[config.mk]
export PLATFORM = sky130hd
export DESIGN_NAME = bus_arbiter_ctrl
export DESIGN_NICKNAME = d
export VERILOG_FILES = /design/src/rtl/bus_arbiter_ctrl.sv
export SDC_FILE = /design/constraint.sdc
export NUM_CORES = 1
export LEC_CHECK = 0
export ABC_AREA = 1
export CAP_MARGIN = 20
export CORE_ASPECT_RATIO = 1.2
export CORE_MARGIN = 4
export CORE_UTILIZATION = 43
export DETAILED_ROUTE_END_ITERATION = 8
export HOLD_SLACK_MARGIN = 0.03
export PLACE_DENSITY = 0.78
export SLEW_MARGIN = 20
export SYNTH_ARGS = -nofsm -noshare
export SYNTH_HDL_FRONTEND = slang
export SYNTH_SLANG_ARGS = --single-unit
[constraint.sdc]
create_clock -name clk -period 1.4 [get_ports clk]
set_input_delay 0.14 -clock clk [delete_from_list [all_inputs] [get_ports clk]]
set_output_delay 0.14 -clock clk [all_outputs]
set_load 0.01 [all_outputs]
[src/rtl/bus_arbiter_ctrl.sv]
// bus_arbiter_ctrl
// Arbitrates NUM_CH source channels onto the shared register-map address/data
// path and routes register-map readback to the channel served last.
//   - Round-robin grant among requesting channels, readback has priority.
//   - Write transaction: IDLE -> ADDR -> DATA -> WRITE -> IDLE.
//   - Readback:          IDLE -> RB_ACK -> RB_XFER -> IDLE.
//   - All outputs are registered except busy, which is decoded from state.
// Optional feature macro: BUS_ACTIVITY_LED_EN
//   When defined, led stays high for LED_HOLD cycles after every WRITE or
//   RB_XFER cycle, retriggering on new activity. When undefined, led is tied
//   low and no counter exists.
//
// Handshake: ch_avail is a level request sampled only in IDLE; a granted
// channel presents its address word while its ch_out bit is high in ADDR and
// its data word while the bit is high in DATA. regmap_avail is a level sampled
// only in IDLE; regmap_rdata must be valid during the RB_ACK cycle (the cycle
// regmap_out is high), after which the register map may drop regmap_avail.

module bus_arbiter_ctrl #(
  parameter int NUM_CH   = 2,
  parameter int ADDR_W   = 8,
  parameter int DATA_W   = 8,
  parameter int LED_HOLD = 1024
) (
  input  logic                     clk,
  input  logic                     rst,
  input  logic [NUM_CH-1:0]        ch_avail,
  input  logic [NUM_CH*DATA_W-1:0] ch_data,
  output logic [NUM_CH-1:0]        ch_out,
  output logic [NUM_CH-1:0]        ch_in,
  output logic [DATA_W-1:0]        ch_tx_data,
  output logic [ADDR_W-1:0]        addr_bus,
  output logic [DATA_W-1:0]        wdata,
  output logic                     regmap_in,
  output logic                     regmap_out,
  input  logic                     regmap_avail,
  input  logic [DATA_W-1:0]        regmap_rdata,
  output logic                     busy,
  output logic                     led
);

  // Width of a channel index; at least one bit so NUM_CH=1 still elaborates.
  localparam int GW = (NUM_CH > 1) ? $clog2(NUM_CH) : 1;

  // Reject parameter sets the datapath cannot represent.
  if (NUM_CH < 1 || NUM_CH > 8 || ADDR_W > DATA_W || LED_HOLD < 1) begin : g_param_check
    $error("bus_arbiter_ctrl: illegal parameter set");
  end

  typedef enum logic [2:0] {
    IDLE    = 3'd0,
    ADDR    = 3'd1,
    DATA    = 3'd2,
    WRITE   = 3'd3,
    RB_ACK  = 3'd4,
    RB_XFER = 3'd5
  } state_t;

  state_t state_q;
  state_t state_d;

  // last_grant is the channel currently (or most recently) being served;
  // rb_ch is the readback destination and follows every new grant.
  logic [GW-1:0]     last_grant;
  logic [GW-1:0]     rb_ch;
  logic [GW-1:0]     grant_idx;
  logic [GW-1:0]     rr_cand;
  logic              grant_found;
  logic              take_grant;

  logic [DATA_W-1:0] ch_word [NUM_CH];
  logic [DATA_W-1:0] sel_word;
  logic [ADDR_W-1:0] addr_cap;

  function automatic logic [NUM_CH-1:0] onehot(input logic [GW-1:0] idx);
    return NUM_CH'(1) << idx;
  endfunction

  // Unflatten the per-channel data bus and select the granted channel's word.
  always_comb begin
    for (int i = 0; i < NUM_CH; i++) begin
      ch_word[i] = ch_data[i*DATA_W +: DATA_W];
    end
    sel_word = ch_word[last_grant];
  end

  // Round-robin search: first requesting channel after last_grant, wrapping.
  always_comb begin
    grant_found = 1'b0;
    grant_idx   = '0;
    rr_cand     = '0;
    for (int k = 1; k <= NUM_CH; k++) begin
      rr_cand = GW'((int'(last_grant) + k) % NUM_CH);
      if (!grant_found && ch_avail[rr_cand]) begin
        grant_found = 1'b1;
        grant_idx   = rr_cand;
      end
    end
  end

  // A grant is only taken in IDLE when no readback is pending.
  assign take_grant = (state_q == IDLE) && !regmap_avail && grant_found;

  // Next-state logic: fixed-length transactions, readback wins over writes.
  always_comb begin
    state_d = state_q;
    unique case (state_q)
      IDLE: begin
        if (regmap_avail) begin
          state_d = RB_ACK;
        end else if (grant_found) begin
          state_d = ADDR;
        end
      end
      ADDR:    state_d = DATA;
      DATA:    state_d = WRITE;
      WRITE:   state_d = IDLE;
      RB_ACK:  state_d = RB_XFER;
      RB_XFER: state_d = IDLE;
      default: state_d = IDLE;
    endcase
  end

  // State register.
  always_ff @(posedge clk) begin
    if (rst) begin
      state_q <= IDLE;
    end else begin
      state_q <= state_d;
    end
  end

  assign busy = (state_q != IDLE);

  // Grant bookkeeping; after reset the search starts at channel 0.
  always_ff @(posedge clk) begin
    if (rst) begin
      last_grant <= GW'(NUM_CH - 1);
      rb_ch      <= '0;
    end else if (take_grant) begin
      last_grant <= grant_idx;
      rb_ch      <= grant_idx;
    end
  end

  // Strobes are registered from the next state so each is high for exactly
  // the cycle spent in its state.
  always_ff @(posedge clk) begin
    if (rst) begin
      ch_out     <= '0;
      ch_in      <= '0;
      regmap_in  <= 1'b0;
      regmap_out <= 1'b0;
    end else begin
      ch_out     <= '0;
      ch_in      <= '0;
      regmap_in  <= (state_d == WRITE);
      regmap_out <= (state_d == RB_ACK);
      if (state_d == ADDR) begin
        ch_out <= onehot(grant_idx);
      end else if (state_d == DATA) begin
        ch_out <= onehot(last_grant);
      end
      if (state_d == RB_XFER) begin
        ch_in <= onehot(rb_ch);
      end
    end
  end

  // Datapath capture: address at end of ADDR, data (and the visible address)
  // at end of DATA so both appear together in WRITE; readback at end of RB_ACK.
  always_ff @(posedge clk) begin
    if (rst) begin
      addr_cap   <= '0;
      addr_bus   <= '0;
      wdata      <= '0;
      ch_tx_data <= '0;
    end else begin
      if (state_q == ADDR) begin
        addr_cap <= sel_word[ADDR_W-1:0];
      end
      if (state_q == DATA) begin
        addr_bus <= addr_cap;
        wdata    <= sel_word;
      end
      if (state_q == RB_ACK) begin
        ch_tx_data <= regmap_rdata;
      end
    end
  end

`ifdef BUS_ACTIVITY_LED_EN
  localparam int LW = $clog2(LED_HOLD + 1);

  logic [LW-1:0] led_cnt;
  logic [LW-1:0] led_cnt_d;

  // Reload on every completed transaction, otherwise count down to zero.
  always_comb begin
    led_cnt_d = led_cnt;
    if (state_q == WRITE || state_q == RB_XFER) begin
      led_cnt_d = LW'(LED_HOLD);
    end else if (led_cnt != '0) begin
      led_cnt_d = led_cnt - LW'(1);
    end
  end

  // LED register follows the next count so it rises the cycle after the strobe.
  always_ff @(posedge clk) begin
    if (rst) begin
      led_cnt <= '0;
      led     <= 1'b0;
    end else begin
      led_cnt <= led_cnt_d;
      led     <= (led_cnt_d != '0);
    end
  end
`else
  assign led = 1'b0;
`endif

endmodule

## Word-level counts from Yosys, hierarchy flattened

Index checks and enable logic that the tools add are counted.

| cells by class | value |
|---|---|
| bitwise gates (word level) | 2 |
| $add $sub $neg | 2 |
| reduce and logical (&&, ||, !) cells | 8 |
| magnitude comparators | 3 |
| mux-type cells | 16 |
| shift-type cells | 3 |
| equal/unequal tests | 8 |

Operators by type and width:

| kind | count |
|---|---|
| 2-to-1 mux 8 bit | 3 |
| case mux 3 bit (4 select lines) | 1 |
| == test 3 x 2 -> 1 bit, second input constant | 3 |
| == test 3 bit, second input constant | 3 |
| 2-to-1 mux 1 bit | 8 |
| == test 3 x 1 -> 1 bit, second input constant | 2 |
| 2-to-1 mux 3 bit | 2 |
| left shift 1 x 1 -> 2 bit, first input constant | 3 |
| < comparator 1 x 2 -> 1 bit, second input constant | 2 |
| 2-to-1 mux 2 bit | 2 |
| logical AND 1 bit | 3 |
| logical NOT 3 bit | 1 |
| nonzero test 3 bit | 1 |
| adder 1 bit, second input constant | 2 |
| greater-or-equal comparator 2 bit, second input constant | 1 |
| logical NOT 1 bit | 2 |
| inverter 1 -> 2 bit | 1 |
| OR reduction 2 bit | 1 |
| inverter 1 bit | 1 |

| storage, ports and cells | value |
|---|---|
| output and inout port bits | 32 |
| logic and storage cells | 53 |
| bits in registers | 43 |
| input bits | 29 |

## Depth between registers and ports, before layout

Gate-level depths: netlist of the first run.

| logic depth | value |
|---|---|
| depth in word-level cells | 13 |
| mapped depth | 6 |
| depth with buffers taken out | 5 |

## Least setup slack after synthesis of the first run

No wires, ideal clock.

| timing | value |
|---|---|
| path type | reg-to-reg |
| start point | reg state_q[2] |
| end point | reg addr_bus[0] |
| setup time | 0.116 ns |
| path slack | 0.411 ns |
| cell stages (with the launch flop) | 7 |
| path buffers | 1 |
| data required time | 1.284 ns |
| arrival time | 0.873 ns |
| clock period less this slack | 0.989 ns |
| cells stage by stage | dfxtp_1 inv_4 nand3_4 inv_6 buf_12 nor2_1 nor2_1 |

| on the way | value |
|---|---|
| longest elaborated chain between the ends | 1 |

RTL lines:

| element | RTL line | text |
|---|---|---|
| start, declared | 59 | `state_t state_q;` |
| start signal, assigned | 129 | `state_q <= state_d;` |
| == test 3 x 2 -> 1 bit | 182 | `if (state_q == DATA) begin` |
| end signal, assigned | 183 | `addr_bus <= addr_cap;` |
| end, declared | 32 | `output logic [ADDR_W-1:0] addr_bus,` |

No other way between the ends.
A chain may end at the register's enable or synchronous reset.

## Worst setup path after layout of the first run

| timing | value |
|---|---|
| start point | reg addr_bus[0] |
| end point | out addr_bus[0] |

No word-level cell between the ends.

==> flow_summary.yaml, run 1 <==
final_layout:
  nets: 306
  utilization: 0.649
  syn2layout_area_growth_pct: 43.7
  stdcell_count: 329
  n_antenna_cell: 0
  multiInputGateArea_um2: 674
  seq_area_um2: 865
  final.fill_count: 343
  drive_gt1_frac: 0.0903
synthesis:
  netlist_instances: 216
  syn_area_mm2: 0.00166
  seq_area_frac_synth: 0.520
  synthTopCellsByArea: "dfxtp_1 52%, nor2_1 15%, nand2_1 7.9%, o21ai_0 7.3%, o21ai_1 2.4%"
  yosysTopAreaCell: "dfxtp_1"
  syn-num-nets: 245
  synth_top_area_frac: 0.520
  synthFlopType: "dfxtp_1"
  synth_edf_count: 0
  synth.most_common_cell: "nor2_1"
  synthesis.area_per_instance_um2: 7.66
  yosys-top-cells-count: "67 x nor2_1, 43 x dfxtp_1, 35 x nand2_1, 24 x o21ai_0, 8 x o21ai_1"
  ys_types: 24
  yosysWarnings: 0
  ys_ff_latch: 43
  async_flop_share: 0
drt:
  drc_errors: 0
  first_pass_iters: 4
  wirelength_um: 3690
  detail-route-antenna-nets: 0
  drt-initial-drc-count: 85
  vias: 1527
  drt-vias-per-instance: 4.64
  wl_per_cell_um: 11.2
critical_path:
  required_ns: 1.26
  critical_path_depth: 1
  path_cells: "clkdlybuf4s50_1"
  arrival_ns: 1.17
  reg2reg_depth: 5
  cpMaxStageDelayCell: "clkdlybuf4s50_1"
  start_kind: "register"
  critical_path.max_stage_delay_ns: 0.55
  cp-end-kind: "primary output"
  critPathMaxFanout: 2
  crit_type: "reg -> out"
  critPathTopFamily: "buffers and inverters"
  crit_buf_inv: 1
min_path:
  min_path_cells: 3
  hold_class: "in -> reg"
placed_design:
  place_ws_ns: 0.146
  hpwl_um: 2700
  place.gp.congestion: 0.778
  port_buffers: 59
  dp.cells: 322
timing:
  fmaxAchievable_ghz: 0.761
  period_minus_slack_ns: 1.31
  setup_viol: 0
  hold_viol: 0
  rsz0062_at_grt: "false"
  fin_setup_tns_ns: 0
  clock_skew_ns: 0.00200
  worst_slack_ns: 0.0857
  period_share: 0.939
  slew_viol_final: 0
floorplan:
  fp.dieArea_mm2: 0.00491
  coreArea_mm2: 0.00366
  pin_count: 61
  start_util: 0.452
  rows: 24
  dieWidth_um: 64.6
  dieHeight_um: 76.0
cts:
  cts_hold_buf: 0
  cts_sinks: 43
  cts_setup_buffers: 0
  cts_tree: "yes"
  clock_path_buffers: 2
  clkTransAtPathRegs_ns: 0.07
  cts_resized: 5
  ctsHtreeMaxLevel: 2
  cts_root_buf: "clkbuf_8"
  clk_latency_ns: 0.28
  cts_buffers: 5
flow_run:
  max-cap-violations: 0
power:
  p_per_area_mw_per_mm2: 1280
  p_leak_uw: 0.000961
  peakVddDrop_mv: 0.967
grt:
  grt_pass1_wl_um: 6380
  grt.total_usage: 0.160
  grt_pass1_vias: 1395
  overflow: 0
  antenna_found_initial: 0
  grt_max_degree: 34
outcome:
  status: "complete, no violations"
per-layer routing:
metal  global-route usage  vias to the layer above  share of wire
met3               0.0399                        4          0.047
met1                0.189                      688           0.42
met2                0.290                       36           0.53
met5                    0                        -              0
li1                     -                      799              -
met4               0.0317                        0         0.0065
stage by stage:
| stage | hold WS [ns] | power [uW] | area (um^2) |
|---|---|---|---|
| 5_1_grt | 0.453 | 3260 | 2380 |
| 6_report | 0.447 | 3050 | 2380 |
| 4_1_cts | 0.445 | 3090 | 2380 |
| 2_1_floorplan | 0.283 | 1960 | 1660 |
| 3_5_place_dp | 0.452 | 2330 | 2280 |
| 3_3_place_gp | 0.448 | 2310 | 2280 |
layout make-up:
type | count | area share
clock buffers | 6 | 0.0347
clock inverters | 1 | 0.00210
inverters | 12 | 0.0231
multi-input cells | 152 | 0.284
flip-flops and latches | 43 | 0.363
well taps | 52 | 0.0274
repair buffers | 63 | 0.266
cell usage in the layout (no fill, tap or decap), drive strengths merged:
master / count
a21oi: 5
buf: 4
clkbuf: 6
clkdlybuf4s50: 58
clkinv: 2
conb: 1
dfxtp: 43
dlygate4sd2: 1
inv: 11
nand2: 36
nand3: 4
nand4: 1
nor2: 69
nor3: 3
nor3b: 1
o21ai: 32
flip-flops by register name, summed over array words and instances (netlist names):
register	cells
addr_bus	8
addr_cap	8
ch_in	2
ch_out	2
ch_tx_data	8
last_grant	1
rb_ch	1
regmap_in	1
regmap_out	1
state_q	3
wdata	8
final timing paths:
| kind | startpoint | end | slack [ns] |
|---|---|---|---|
| hold / removal | regmap_avail | regmap_out$_SDFF_PP0_ | 0.45 |
| setup reg to reg | state_q[0]$_SDFF_PP0_ | state_q[0]$_SDFF_PP0_ | 0.26 |
| hold reg to reg | addr_cap[0]$_SDFFE_PP0P_ | addr_cap[0]$_SDFFE_PP0P_ | 0.48 |
| setup / recovery | addr_bus[0]$_SDFFE_PP0N_ | addr_bus[0] | 0.09 |
kinds of logic after synthesis:
logic type             Yosys count  synth area share
and+or+nand+nor                114             0.290
AOI/OAI and AO/OA               37             0.112
other                            1           0.00227
DFF                             43             0.520
buffers and inverters           21            0.0756
power by group:
part           switching (uW)  internal, uW  total [uW]
Sequential               81.9          1380        1460
Combinational             424           411         835
Clock                     368           387         755
Power figures use the tool's default switching activity.
==> run 2: changes to the inputs <==
--- a/config.mk
+++ b/config.mk
@@ -6,7 +6,6 @@
 export NUM_CORES = 1
 export LEC_CHECK = 0
 export ABC_AREA = 1
-export CAP_MARGIN = 20
 export CORE_ASPECT_RATIO = 1.2
 export CORE_MARGIN = 4
 export CORE_UTILIZATION = 43
==> results of run 2 <==
Final layout, timing and power as in run 1 (identical DEF).
==> run 3: changes to the inputs <==
--- a/config.mk
+++ b/config.mk
@@ -10,6 +10,7 @@
 export CORE_MARGIN = 4
 export CORE_UTILIZATION = 43
 export DETAILED_ROUTE_END_ITERATION = 8
+export GPL_ROUTABILITY_DRIVEN = 0
 export HOLD_SLACK_MARGIN = 0.03
 export PLACE_DENSITY = 0.78
 export SLEW_MARGIN = 20
==> results of run 3 <==
Final layout, timing and power as in run 1 (identical DEF).
